$ cat config.mk
export PLATFORM = sky130hd
export DESIGN_NAME = mac_operand_feeder
export DESIGN_NICKNAME = d
export VERILOG_FILES = /design/src/rtl/mac_operand_feeder.sv
export SDC_FILE = /design/constraint.sdc
export NUM_CORES = 1
export LEC_CHECK = 0
export BUFFER_PORTS_ARGS = -buffer_cell sky130_fd_sc_hd__buf_2
export CORE_MARGIN = 10
export CORE_UTILIZATION = 51
export CTS_CLUSTER_SIZE = 24
export DETAILED_ROUTE_END_ITERATION = 6
export PLACE_DENSITY = 0.74
export SLEW_MARGIN = 20
export SYNTH_ARGS = -nofsm -noshare
export SYNTH_HDL_FRONTEND = slang
export SYNTH_SLANG_ARGS = --single-unit
$ cat constraint.sdc
create_clock -name clk -period 2.4 [get_ports clk]
set_clock_uncertainty 0.2 [all_clocks]
set_input_delay 0.24 -clock clk [delete_from_list [all_inputs] [get_ports clk]]
set_output_delay 0.24 -clock clk [all_outputs]
set_load 0.03 [all_outputs]
$ cat src/rtl/mac_operand_feeder.sv
// rtl/mac_operand_feeder.sv - FIFO-buffered operand pair feeder for mac_unit
module mac_operand_feeder #(
  parameter int DEPTH   = 4,
  parameter int VEC_LEN = 8,
  localparam int IW = (VEC_LEN > 1) ? $clog2(VEC_LEN) : 1,
  localparam int CW = $clog2(DEPTH + 1),
  localparam int PW = $clog2(DEPTH)
) (
  input  logic              clk,
  input  logic              reset,
  input  logic              in_valid,
  output logic              in_ready,
  input  logic signed [7:0] in_a,
  input  logic signed [7:0] in_b,
  output logic              mac_valid,
  output logic signed [7:0] mac_a,
  output logic signed [7:0] mac_b,
  input  logic              mac_done,
  output logic              vec_done,
  output logic [IW-1:0]     elem_idx,
  output logic [CW-1:0]     count,
  output logic              busy,
  output logic              protocol_err
);

  typedef enum logic [1:0] {IDLE, ISSUE, WAIT} state_t;

  state_t        state_q, state_d;
  logic [15:0]   mem [DEPTH];
  logic [PW-1:0] wr_ptr, rd_ptr;
  logic          push, pop;
  logic          done_ok, last_elem;

  assign in_ready  = (count < CW'(DEPTH)) && !reset;
  assign push      = in_valid && in_ready;
  assign done_ok   = (state_q == WAIT) && mac_done;
  assign last_elem = (elem_idx == IW'(VEC_LEN - 1));

  // State register
  always_ff @(posedge clk) begin
    if (reset) state_q <= IDLE;
    else       state_q <= state_d;
  end

  // Next-state, pop decision and status outputs; done outside WAIT never advances the FSM
  always_comb begin
    state_d   = state_q;
    pop       = 1'b0;
    mac_valid = 1'b0;
    busy      = 1'b1;
    case (state_q)
      IDLE: begin
        busy = 1'b0;
        if (count != '0) begin
          pop     = 1'b1;
          state_d = ISSUE;
        end
      end
      ISSUE: begin
        mac_valid = 1'b1;
        state_d   = WAIT;
      end
      WAIT: begin
        if (mac_done) begin
          if (count != '0) begin
            pop     = 1'b1;
            state_d = ISSUE;
          end else begin
            state_d = IDLE;
          end
        end
      end
      default: state_d = IDLE;
    endcase
  end

  // FIFO storage; contents need no reset since occupancy gates every read
  always_ff @(posedge clk) begin
    if (push) mem[wr_ptr] <= {in_a, in_b};
  end

  // FIFO pointers and occupancy; simultaneous push and pop leave count unchanged
  always_ff @(posedge clk) begin
    if (reset) begin
      wr_ptr <= '0;
      rd_ptr <= '0;
      count  <= '0;
    end else begin
      if (push) wr_ptr <= wr_ptr + 1'b1;
      if (pop)  rd_ptr <= rd_ptr + 1'b1;
      case ({push, pop})
        2'b10:   count <= count + 1'b1;
        2'b01:   count <= count - 1'b1;
        default: count <= count;
      endcase
    end
  end

  // Operand registers load only on a pop, so they hold from ISSUE through the done cycle
  always_ff @(posedge clk) begin
    if (reset) begin
      mac_a <= '0;
      mac_b <= '0;
    end else if (pop) begin
      mac_a <= mem[rd_ptr][15:8];
      mac_b <= mem[rd_ptr][7:0];
    end
  end

  // Element index and vector boundary pulse, advanced by each legitimate completion
  always_ff @(posedge clk) begin
    if (reset) begin
      elem_idx <= '0;
      vec_done <= 1'b0;
    end else begin
      vec_done <= done_ok && last_elem;
      if (done_ok) elem_idx <= last_elem ? '0 : elem_idx + 1'b1;
    end
  end

  // Sticky flag for a done arriving while no pair is awaiting completion
  always_ff @(posedge clk) begin
    if (reset)                         protocol_err <= 1'b0;
    else if (mac_done && state_q != WAIT) protocol_err <= 1'b1;
  end

endmodule

# After elaboration in Yosys (flattened, before gate mapping)
# Memories as Yosys holds them, arrays and structs flattened. A register that Yosys moved wholly into a read port is not among the register bits.
# Cells that the tools add are included.
# W data, S select, Z words.
[word_totals]
ff_bits = 14
mem_bits_rw = 64
inputBits = 20
out_inout_bits = 27
mem_count = 1
[classes]
n_addsub = 5
order_cmp = 1
eq_ne = 8
mux = 13
reduce_logical = 10
[memory_table]
columns = ["name", "words", "width", "rd", "rd_ports_with_merged_regs", "write_ports", "line_no", "source"]
rows = [
  ["mem", 4, 16, 1, 1, 1, "29", "logic [15:0] mem [DEPTH];"],
]
[op_table]
columns = ["op", "n"]
rows = [
  ["$mux W1", 7],
  ["$add A3 B1 Y3 const B", 2],
  ["$ne A2 B2 Y1 const B", 3],
  ["$pmux W2 S3", 1],
  ["$pmux W3 S2", 1],
  ["$logic_and A1 B1 Y1", 5],
  ["$add A2 B1 Y2 const B", 2],
  ["$eq A2 B1 Y1 const B", 2],
  ["$eq A2 B2 Y1 const B", 2],
  ["$mux W2", 2],
  ["$eq A3 B3 Y1 const B", 1],
  ["$lt A3 B3 Y1 const B", 1],
  ["$mux W3", 1],
  ["$reduce_bool A3 Y1", 1],
  ["$sub A3 B1 Y3 const B", 1],
  ["$logic_not A2 Y1", 1],
  ["$pmux W1 S2", 1],
  ["$reduce_and A2 Y1", 1],
  ["$reduce_bool A2 Y1", 1],
  ["$logic_not A1 Y1", 1],
]

# Logic depth before layout (Yosys ltp)
# Gate-level depths: netlist of run 1.
[logic_depth]
ltp_word = 6
ltp_mapped = 8
ltp_nobuf = 7

# Worst setup path before layout of run 1
# Ideal clock, no wire load.
[synth_path]
path_kind = "register -> register"
start = "reg count[2]"
end = "reg count[2]"
setup_ns = 0.070
arrival_ns = 2.275
required_ns = 2.130
path_slack_ns = -0.145
stages_incl_launch_ff = 9
path_buffers = 1
synth_period_minus_slack_ns = 2.545
cell_sequence = "dfxtp_1 -> nor3_2 -> nor3_2 -> buf_6 -> ha_1 -> fa_1 -> xnor2_1 -> or3_1 -> a21oi_1"
[synth_between]
elab_chain_cells = 6
word_cells_on_any_way = 13
[synth_lines]
columns = ["element", "line_no", "source"]
rows = [
  ["from (decl)", "21", "output logic [CW-1:0] count,"],
  ["from (signal assigned)", "92", "2'b10: count <= count + 1'b1;"],
  ["from (signal assigned)", "93", "2'b01: count <= count - 1'b1;"],
  ["from (signal assigned)", "94", "default: count <= count;"],
  ["$reduce_bool A3 Y1 *", "54, 65", ""],
  ["$mux W1 *", "54, 65", ""],
  ["$mux W1", "64", "if (mac_done) begin"],
  ["$pmux W1 S2 *", "51", "case (state_q)"],
  ["via pop", "31", "logic push, pop;"],
  ["$eq A2 B1 Y1 or $eq A2 B2 Y1 (tied branches)", "91", "case ({push, pop})"],
  ["$pmux W3 S2 or $reduce_bool A2 Y1 (tied branches)", "n/a", ""],
]
# The timed path passes the listed nets; every way through them passes the cells marked *.
# A chain may end at the register's enable or synchronous reset.

# Final worst setup path of run 1
[layout_path]
start = "in mac_done"
end = "reg count[2]"
[layout_between]
elab_chain_cells = 4
word_cells_on_any_way = 6
[layout_lines]
columns = ["element", "line_no", "source"]
rows = [
  ["from (decl)", "18", "input logic mac_done,"],
  ["$mux W1 *", "64", ""],
  ["$pmux W1 S2 *", "51", ""],
  ["$eq A2 B1 Y1 or $eq A2 B2 Y1 (tied branches)", "91", ""],
  ["$pmux W3 S2 or $reduce_bool A2 Y1 (tied branches)", "n/a", ""],
]
# Mark *: on every way between the ends. The rest lies on a longest branch, timed or not.

==> impl_results.md, run 1 <==
- Routed Antenna Nets: 0
- Commonest non-fill, non-tap cell in the layout: edfxtp_1
- Tot GR Track Use: 12.8%
- Worst Setup SP: mac_done
- Worst-Margin Slew: 394 ps
- Vias per cell: around 5.2
- Area Growth Syn to Fin: 20.2%
- Worst EP required: approximately 2500 ps
- Arr. time, crit path: between 2000 and 2500 ps
- Htree depth: 3
- Worst-Skew Late Latency: approximately 350 ps
- WL final: ~6600 um
- DIE AREA: 11,000 sq um
- Clock sink total: 94
- Post-synth EDFFs: 64
- Final Critical Period: about 2300 ps
- # diodes: 0
- Critical path fanouts, max: 5
- Root buf cell: clkbuf_8
- Die height: roughly 110 um
- Max-cap viol count: 0
- Core area: around 6900 sq um
- RSZ-0062 raised after global routing: no
- PD cells: roughly 1000 nW/um^2
- RD Place Congestion: a little over 0.7
- Run status: finished, final reports clean
- Global-route wire length before repair: between 10,000 and 15,000 um
- Crit end category: flip-flop
- Yosys reg bits: 94
- Die X-Extent: between 100 and 150 um
- Synthesized net count: ~240
- Post-synthesis cell count: roughly 210
- Worst-path cell chain: dlygate4sd3_1 > buf_2 > nor2b_4 > nor3_2 > ha_1 > fa_1 > xnor2_1 > or3_1 > a21oi_1
- Final Total Pwr: 4.58 mW
- # DRC: 0
- Gr ovfl total: 0
- CTS clk-pin slew, worst paths: 90 ps
- Primary FF master, synth: edfxtp_1
- Origin of the worst min-delay path: reset
- Hold path cells: 5
- Seq/Total Area, Yosys: between 60% and 70%
- Io pins: 47
- Initial Util: 53.5%
- Final setup violation count: 0
- # Post-CTS Setup Buffers: 0
- Mean Syn Cell Area: between 15 and 20 sq um
- Max Fclk: between 0.4 and 0.5 GHz
- Reg2Reg Depth: 7
- Final hold violations: 0
- Vias in the first global route: about 2,100
- CP Launch Type: input port
- Via count: around 2,000
- I/O Buffers: 46
- Starting DRT DRC Count: 60
- DR pass1 iterations: 7
- CTS buffer count: 9
- Largest net degree at the start of global routing: 33
- Rows: 30
- CTS Buffer Depth: 2
- Worst path max stage delay: around 530 ps
- Mapped Area: roughly 3700 sq um
- Slew headroom: 73.8%
- DR WL/cell: 17.2 um
- Commonest cells after routing, fill and taps aside: edfxtp_1, buf_2, dfxtp_1
- Fraction of layout cells with a size suffix above 1: between 20 and 30%
- Initial antenna violation count: 0
- Class of the worst hold path: input port to flip-flop
- Nets@finish: slightly above 300
- CP delay by family, top: buffers and inverters
- CP bufs+invs: 2
- RR Startpoint: count[1]
- Maximum VDD drop: roughly 0.42 mV
- Yosys warning total: 0
- Post-synth ARST share: 0%
- DP HPWL: a little over 4000 um
- Tcrit/Tclk final: a little over nine tenths
- Critical Path Stages: 9
- Setup TNS: 0 ps
- Critical-path top delay cell: dlygate4sd3_1
- LEAKAGE: 1.64 nW
- TritonCTS clock tree: done
- Final count of pins violating max slew: 0
- Unique cell type count in the Yosys netlist: 33
- Crit Path Category: input port to flip-flop
==> worst min-delay path: stages <==
cell	delay (ps)
buf_2	100
nor3b_2	50
buf_4	150
nand2_1	60
o31ai_1	50
==> final cells by class <==
class	instances	area, sq um
fillers	522	2460
inverters	3	11.3
repair buffers	73	500
clock buffers	10	138
flip-flops and latches	94	2520
well taps	96	120
clock inverters	6	52.6
multi-input cells	101	1090
==> kinds of logic (layout without fill, tap and decap cells) <==
family / Yosys count / after routing / synth area share [%]
buffers and inverters: 14 / 92 / 2.47
AND/OR/NAND/NOR: 46 / 46 / 7.99
XOR/XNOR: 3 / 3 / 0.711
multiplexers: 20 / 20 / 12.5
AO/OA/AOI/OAI: 24 / 24 / 5.15
flip-flops: 94 / 94 / 68.3
adder cells (fa/ha/maj): 8 / 8 / 2.91
==> flip-flops by register name, indices dropped and copies added (netlist names) <==
signal        cells
count             3
elem_idx          3
mac_a             8
mac_b             8
mem              64
protocol_err      1
rd_ptr            2
state_q           2
vec_done          1
wr_ptr            2
==> final timing paths <==
check / to / slack (ps)
worst max-delay path: count[2] / 110
worst min register to register: protocol_err / 280
worst max register to register: count[2] / 180
worst min-delay path: wr_ptr[1] / 140
==> report_power, final <==
| group | internal (mW) | switching, mW |
|---|---|---|
| clock | 0.423 | 0.564 |
| combinational | 0.593 | 0.873 |
| sequential | 1.97 | 0.156 |
| total | 2.98 | 1.59 |
==> stage by stage <==
stage	worst slack, ps	utilization (%)	hold WS, ps	instances	cell area, sq um
floorplan	1.20	-	139	209	3710
detailed placement	200	59.0	259	350	4080
global placement	243	59.0	252	350	4080
global route	19.0	64.3	152	383	4440
CTS	57.9	64.2	130	383	4440
finish	107	64.3	137	383	4440
==> cells in the mapped netlist, drive strengths merged (2+ instances only) <==
cell     count  area [sq um]
nor2b        3          18.8
o2bb2ai     16           140
ha           7          87.6
xnor2        2          17.5
nor2         9          33.8
and2         4          25.0
mux4        16           420
a21oi        4          20.0
nor3         2          20.0
clkbuf       3          11.3
nor3b        2          20.0
or3          2          12.5
edfxtp      64          1920
nand2        2          7.51
inv          3          11.3
dfxtp       30           601
o31ai        2          15.0
buf          8          68.8
mux2i        3          30.0
nand2b      17           106
==> metal layers <==
layer	GRT usage [%]	vias up	wire length, um
met3	3.75	4	306
met4	5.00	0	82
met1	14.8	980	2730
met2	21.7	44	3460
li1	-	964	-
met5	0	-	0
==> what timing repair did <==
action                                  4_1_cts  5_1_grt
endpoints found under the setup margin        0        1
hold buffers                                 17        0
hold endpoints to repair                     66        0
resized for setup                             0        1
No activity file was read; power rests on OpenSTA's default activity.
==> inputs of run 2 (changes only) <==
--- a/config.mk
+++ b/config.mk
@@ -6,6 +6,7 @@
 export NUM_CORES = 1
 export LEC_CHECK = 0
 export BUFFER_PORTS_ARGS = -buffer_cell sky130_fd_sc_hd__buf_2
+export CORE_ASPECT_RATIO = 2
 export CORE_MARGIN = 10
 export CORE_UTILIZATION = 51
 export CTS_CLUSTER_SIZE = 24
==> run 2 against run 1 <==
Net effect: register-to-register slack got worse by 30 ps; worst hold slack got worse by 80 ps; sequential power barely moved; cell count fell by 1.3%; sequential share of layout area fell by 0.88 points; critical path depth fell by 2; final area rose by 1.6%; count of clock-buffer cells in the layout rose by 4; first-iteration DRC count rose by 43%; combinational power barely moved; largest power group unchanged.
==> impl_results.md, run 2 (synthesized netlist as in run 1, its figures left out) <==
- Global-route wire length before repair: 10,700 um (was 11,100 um)
- Maximum VDD drop: 0.688 mV (was 0.423 mV)
- Root buf cell: clkbuf_16 (was clkbuf_8)
- Starting DRT DRC Count: 86 (was 60)
- TritonCTS clock tree: done (unchanged)
- # diodes: 0 (unchanged)
- Hold slack: 56.9 ps (was 137 ps)
- Initial antenna violation count: 0 (unchanged)
- Core area: 6990 sq um (was 6910 sq um)
- Via count: 2,014 (was 1,992)
- Biggest regs: mem x64, mac_a x8, mac_b x8 (unchanged)
- Critical path fanouts, max: 5 (unchanged)
- Final Critical Period: 2250 ps (was 2290 ps)
- Commonest cells after routing, fill and taps aside: edfxtp_1, buf_2, dfxtp_1 (unchanged)
- Setup WS post-layout: 147 ps (was 107 ps)
- Crit end category: flip-flop (unchanged)
- WL final: 6610 um (was 6580 um)
- I/O Buffers: 46 (unchanged)
- DR WL/cell: 17.5 um (was 17.2 um)
- Largest register FFs: 64 (unchanged)
- CP Launch Type: flip-flop (was input port)
- Routed Antenna Nets: 0 (unchanged)
- Seq. cell area: 2520 sq um (unchanged)
- Final hold violations: 0 (unchanged)
- DP HPWL: 4460 um (was 4110 um)
- Fraction of layout cells with a size suffix above 1: 27.4% (was 28.6%)
- Nets@finish: 311 (was 310)
- Worst slack at placement: 139 ps (was 200 ps)
- Vias per cell: 5.33 (was 5.20)
- DIE AREA: 11,300 sq um (was 11,000 sq um)
- Clock sink total: 94 (unchanged)
- Vias in the first global route: 2,088 (was 2,140)
- Post-Place Cells: 345 (was 350)
- Rows: 43 (was 30)
- Post-layout util: 64.5% (was 64.3%)
- RSZ-0062 raised after global routing: no (unchanged)
- Worst-Margin Slew: 311 ps (was 394 ps)
- Non-Filler Instances: 378 (was 383)
- Htree depth: 3 (unchanged)
- Reg2reg setup slack: 150 ps (was 180 ps)
- Setup TNS: 0 ps (unchanged)
- Register name with the most flops: mem (unchanged)
- CTS clk-pin slew, worst paths: 60 ps (was 90 ps)
- Tcrit/Tclk final: 93.9% (was 95.5%)
- RD Place Congestion: 0.721 (was 0.728)
- Gr ovfl total: 0 (unchanged)
- Max Fclk: 0.444 GHz (was 0.436 GHz)
- CTS buffer count: 9 (unchanged)
- Die X-Extent: 80.2 um (was 105 um)
- LEAKAGE: 1.69 nW (was 1.64 nW)
- DR pass1 iterations: 4 (was 7)
- Worst EP required: 2460 ps (was 2480 ps)
- Slew headroom: 79.2% (was 73.8%)
- Class of the worst hold path: input port to flip-flop (unchanged)
- Arr. time, crit path: 2310 ps (was 2380 ps)
- CTS Buffer Depth: 2 (unchanged)
- Initial Util: 52.8% (was 53.5%)
- # DRC: 0 (unchanged)
- Io pins: 47 (unchanged)
- Tot GR Track Use: 12.6% (was 12.8%)
- Worst-Skew Late Latency: 330 ps (was 350 ps)
- Largest net degree at the start of global routing: 33 (unchanged)
- Max-cap viol count: 0 (unchanged)
- Run status: finished, final reports clean (unchanged)
- Area Growth Syn to Fin: 22.1% (was 20.2%)
- Fillcell total: 524 (was 522)
- Final setup violation count: 0 (unchanged)
- Area occupied by multi-input gates: 1090 sq um (unchanged)
- Final count of pins violating max slew: 0 (unchanged)
- Die height: 140 um (was 105 um)
- Commonest non-fill, non-tap cell in the layout: edfxtp_1 (unchanged)
- Crit Path Category: flip-flop to flip-flop (was input port to flip-flop)
- PD cells: 1080 nW/um^2 (was 1030 nW/um^2)
-- run 2: cell count changes in the layout (fill, tap and decap cells not counted), moves of 2 or more --
cell	delta
buf_4	+2
clkbuf_1	+3
clkbuf_16	+9
clkbuf_8	-8
clkinvlp_4	-2
inv_6	-3
-- run 2: routing by layer --
layer	share of wire, %	routed length, um	global-route usage (%)	vias up
li1	-	-	-	965
met1	38	2510	13.0	993
met2	55	3610	21.6	46
met3	5.0	328	3.91	10
met4	2.5	166	6.90	0
met5	0	0	0	-
-- run 2: report_power, final --
group	switching [mW]	internal, mW
clock	0.522	0.754
sequential	0.149	1.97
combinational	0.892	0.590
-- run 2: area by class of cell --
type	count	share of cell area, %
timing repair buffer	74	11.0
sequential	94	56.0
clock buffer	14	5.85
multi-input combinational	101	24.3
tap	90	2.50
inverter	3	0.250
clock inverter	2	0.194
-- run 2: timing repair --
item                       CTS  global route
buffers inserted             0             0
hold buffers                17             0
resized for setup            0             1
hold endpoints to repair    65             0
setup endpoints to repair    0             1
-- run 2: worst paths after layout --
kind                                   start            to  cells past startpoint
worst max-delay path                count[1]      count[2]                      7
worst min-delay path                mac_done    state_q[1]                      3
worst max register to register      count[1]      count[2]                      7
worst min register to register  protocol_err  protocol_err                      2
-- run 2: worst max-delay path, stage by stage, from the launching register on --
cell     delay (ps)
dfxtp_2         350
nor3_4          310
nor3_2          100
ha_1            240
fa_1            390
xnor2_1         140
or3_1           300
a21oi_1         150
-- run 2: stage by stage --
step                      cell area (sq um)  power (mW)
after floorplan                        3710        3.23
after global placement                 4060        3.59
after detailed placement               4060        3.64
after CTS                              4510        4.94
after global routing                   4510        5.13
final                                  4510        4.88
==> inputs of run 3 (changes only) <==
==> constraint.sdc (replaced) <==
create_clock -name clk -period 2.4 [get_ports clk]
set_clock_uncertainty 0.2 [all_clocks]
set_input_delay 0.48 -clock clk [delete_from_list [all_inputs] [get_ports clk]]
set_output_delay 0.48 -clock clk [all_outputs]
set_load 0.03 [all_outputs]
==> run 3 against run 2 <==
Net effect: cell count is 4.0% lower; sequential share of layout area is 2.0 points higher; maximum frequency is 1.9% higher; critical path type unchanged.
==> impl_results.md, run 3 (synthesized netlist as in run 1, its figures left out) <==
- Commonest non-fill, non-tap cell in the layout: edfxtp_1 (unchanged)
- DR pass1 iterations: 4 (unchanged)
- Crit Path Category: flip-flop to flip-flop (unchanged)
- Io pins: 47 (unchanged)
- Die height: 140 um (unchanged)
- Reg2Reg Depth: 7 (unchanged)
- Vias in the first global route: 2,054 (was 2,088)
- # Post-CTS Setup Buffers: 0 (unchanged)
- Worst-Skew Late Latency: 330 ps (about the same)
- Maximum VDD drop: 0.613 mV (was 0.688 mV)
- Clock sink total: 94 (unchanged)
- Root buf cell: clkbuf_16 (unchanged)
- Vias per cell: 5.33 (about the same)
- # diodes: 0 (unchanged)
- Largest register FFs: 64 (unchanged)
- Post-layout util: 62.3% (was 64.5%)
- Tcrit/Tclk final: 92.2% (was 93.9%)
- Post_cts resized: 0 (unchanged)
- Final hold violations: 0 (unchanged)
- Slew headroom: 79.5% (was 79.2%)
- Origin of the worst min-delay path: in_a[6] (was mac_done)
- Tot GR Track Use: 11.9% (was 12.6%)
- Max-cap viol count: 0 (unchanged)
- PD cells: 1110 nW/um^2 (was 1080 nW/um^2)
- Initial antenna violation count: 0 (unchanged)
- RSZ-0062 raised after global routing: no (unchanged)
- WL final: 6310 um (was 6610 um)
- Reg2reg setup slack: 190 ps (was 150 ps)
- Register name with the most flops: mem (unchanged)
- CP Launch Type: flip-flop (unchanged)
- Arr. time, crit path: 2280 ps (was 2310 ps)
- CTS clk-pin slew, worst paths: 60 ps (about the same)
- Hold slack: 155 ps (was 56.9 ps)
- Final count of pins violating max slew: 0 (unchanged)
- Critical path fanouts, max: 6 (was 5)
- Htree depth: 3 (unchanged)
- Final Critical Period: 2210 ps (was 2250 ps)
- Max Fclk: 0.452 GHz (was 0.444 GHz)
- Run status: finished, final reports clean (unchanged)
- Hold path cells: 1 (was 3)
- Final setup violation count: 0 (unchanged)
- Via count: 1,936 (was 2,014)
- Biggest regs: mem x64, mac_a x8, mac_b x8 (unchanged)
- Area Growth Syn to Fin: 17.9% (was 22.1%)
- Commonest cells after routing, fill and taps aside: edfxtp_1, buf_2, dfxtp_1 (unchanged)
- CTS Buffer Depth: 2 (unchanged)
- I/O Buffers: 46 (unchanged)
- DR WL/cell: 17.4 um (was 17.5 um)
- Fraction of layout cells with a size suffix above 1: 30.4% (was 27.4%)
- Gr ovfl total: 0 (unchanged)
- RD Place Congestion: 0.775 (was 0.721)
- Die X-Extent: 80.2 um (unchanged)
- Hold EP: mem[0][14] (was state_q[1])
- Worst-Margin Slew: 303 ps (was 311 ps)
- Starting DRT DRC Count: 112 (was 86)
- Hold_buf cts: 0 (was 17)
- # DRC: 0 (unchanged)
- CTS buffer count: 9 (unchanged)
- DP HPWL: 4480 um (was 4460 um)
- Class of the worst hold path: input port to flip-flop (unchanged)
- RR Startpoint: count[2] (was count[1])
- Global-route wire length before repair: 10,300 um (was 10,700 um)
- Worst Setup SP: count[2] (was count[1])
- Largest net degree at the start of global routing: 33 (unchanged)
- Nets@finish: 296 (was 311)
- Initial Util: 52.8% (unchanged)
- LEAKAGE: 1.62 nW (was 1.69 nW)
- Rows: 43 (unchanged)
- Core area: 6990 sq um (unchanged)
- Setup TNS: 0 ps (unchanged)
- TritonCTS clock tree: done (unchanged)
- DIE AREA: 11,300 sq um (unchanged)
- Routed Antenna Nets: 0 (unchanged)
- Crit end category: flip-flop (unchanged)
- Worst EP required: 2470 ps (was 2460 ps)
- Worst r2r dst: count[2] (unchanged)
==> run 3: changes by cell type in the layout (fill, tap and decap cells not counted) <==
cell           delta
buf_4             +2
clkbuf_1          -1
clkbuf_8          -1
clkinvlp_4        +2
dlygate4sd3_1    -17
ha_1              -1
ha_2              +1
nor2b_2           +1
nor2b_4           -1
nor3b_2           -1
nor3b_4           +1
==> run 3: stage by stage <==
stage	total power, mW	area (sq um)	std cells	setup WS, ps
4_1_cts	4.91	4360	363	186
3_3_place_gp	3.60	4090	347	138
3_5_place_dp	3.64	4090	347	75.6
5_1_grt	5.10	4360	363	23.3
6_report	4.84	4360	363	188
2_1_floorplan	3.24	3720	209	4.68
==> run 3: worst max-delay path by stage <==
stage	end	slack [ps]	cells after the start
after floorplan	count[2]	5	8
after global placement	count[2]	140	8
after detailed placement	count[2]	80	8
after CTS	count[2]	190	7
after global routing	count[2]	20	7
final	count[2]	190	7
==> run 3: report_power, final <==
part           internal, mW  switching, mW  leakage, nW
clock                 0.725          0.544        0.126
sequential             1.97          0.149        0.827
combinational         0.578          0.874        0.666
total                  3.27           1.57         1.62
==> run 3: final cells by class <==
| cell class | count | area, sq um |
|---|---|---|
| tap | 90 | 113 |
| timing repair buffer | 59 | 340 |
| fill | 541 | 2640 |
| clock inverter | 4 | 23.8 |
| clock buffer | 12 | 246 |
| multi-input combinational | 101 | 1100 |
| sequential | 94 | 2520 |
| inverter | 3 | 11.3 |
==> run 3: per-layer routing <==
layer  vias up  wire length [um]  track usage, %
met1       950              2390            12.7
met3        11               382            4.49
met5         -                 0               0
met4         0               129            5.04
met2        39              3410            20.1
li1        936                 -               -
==> run 3: worst max-delay path, stage by stage (launching register included) <==
cell and delay [ps]:
dfxtp_1 390, nor3_4 280, nor3_2 100, ha_2 210
fa_1 370, xnor2_1 140, or3_1 310, a21oi_1 140
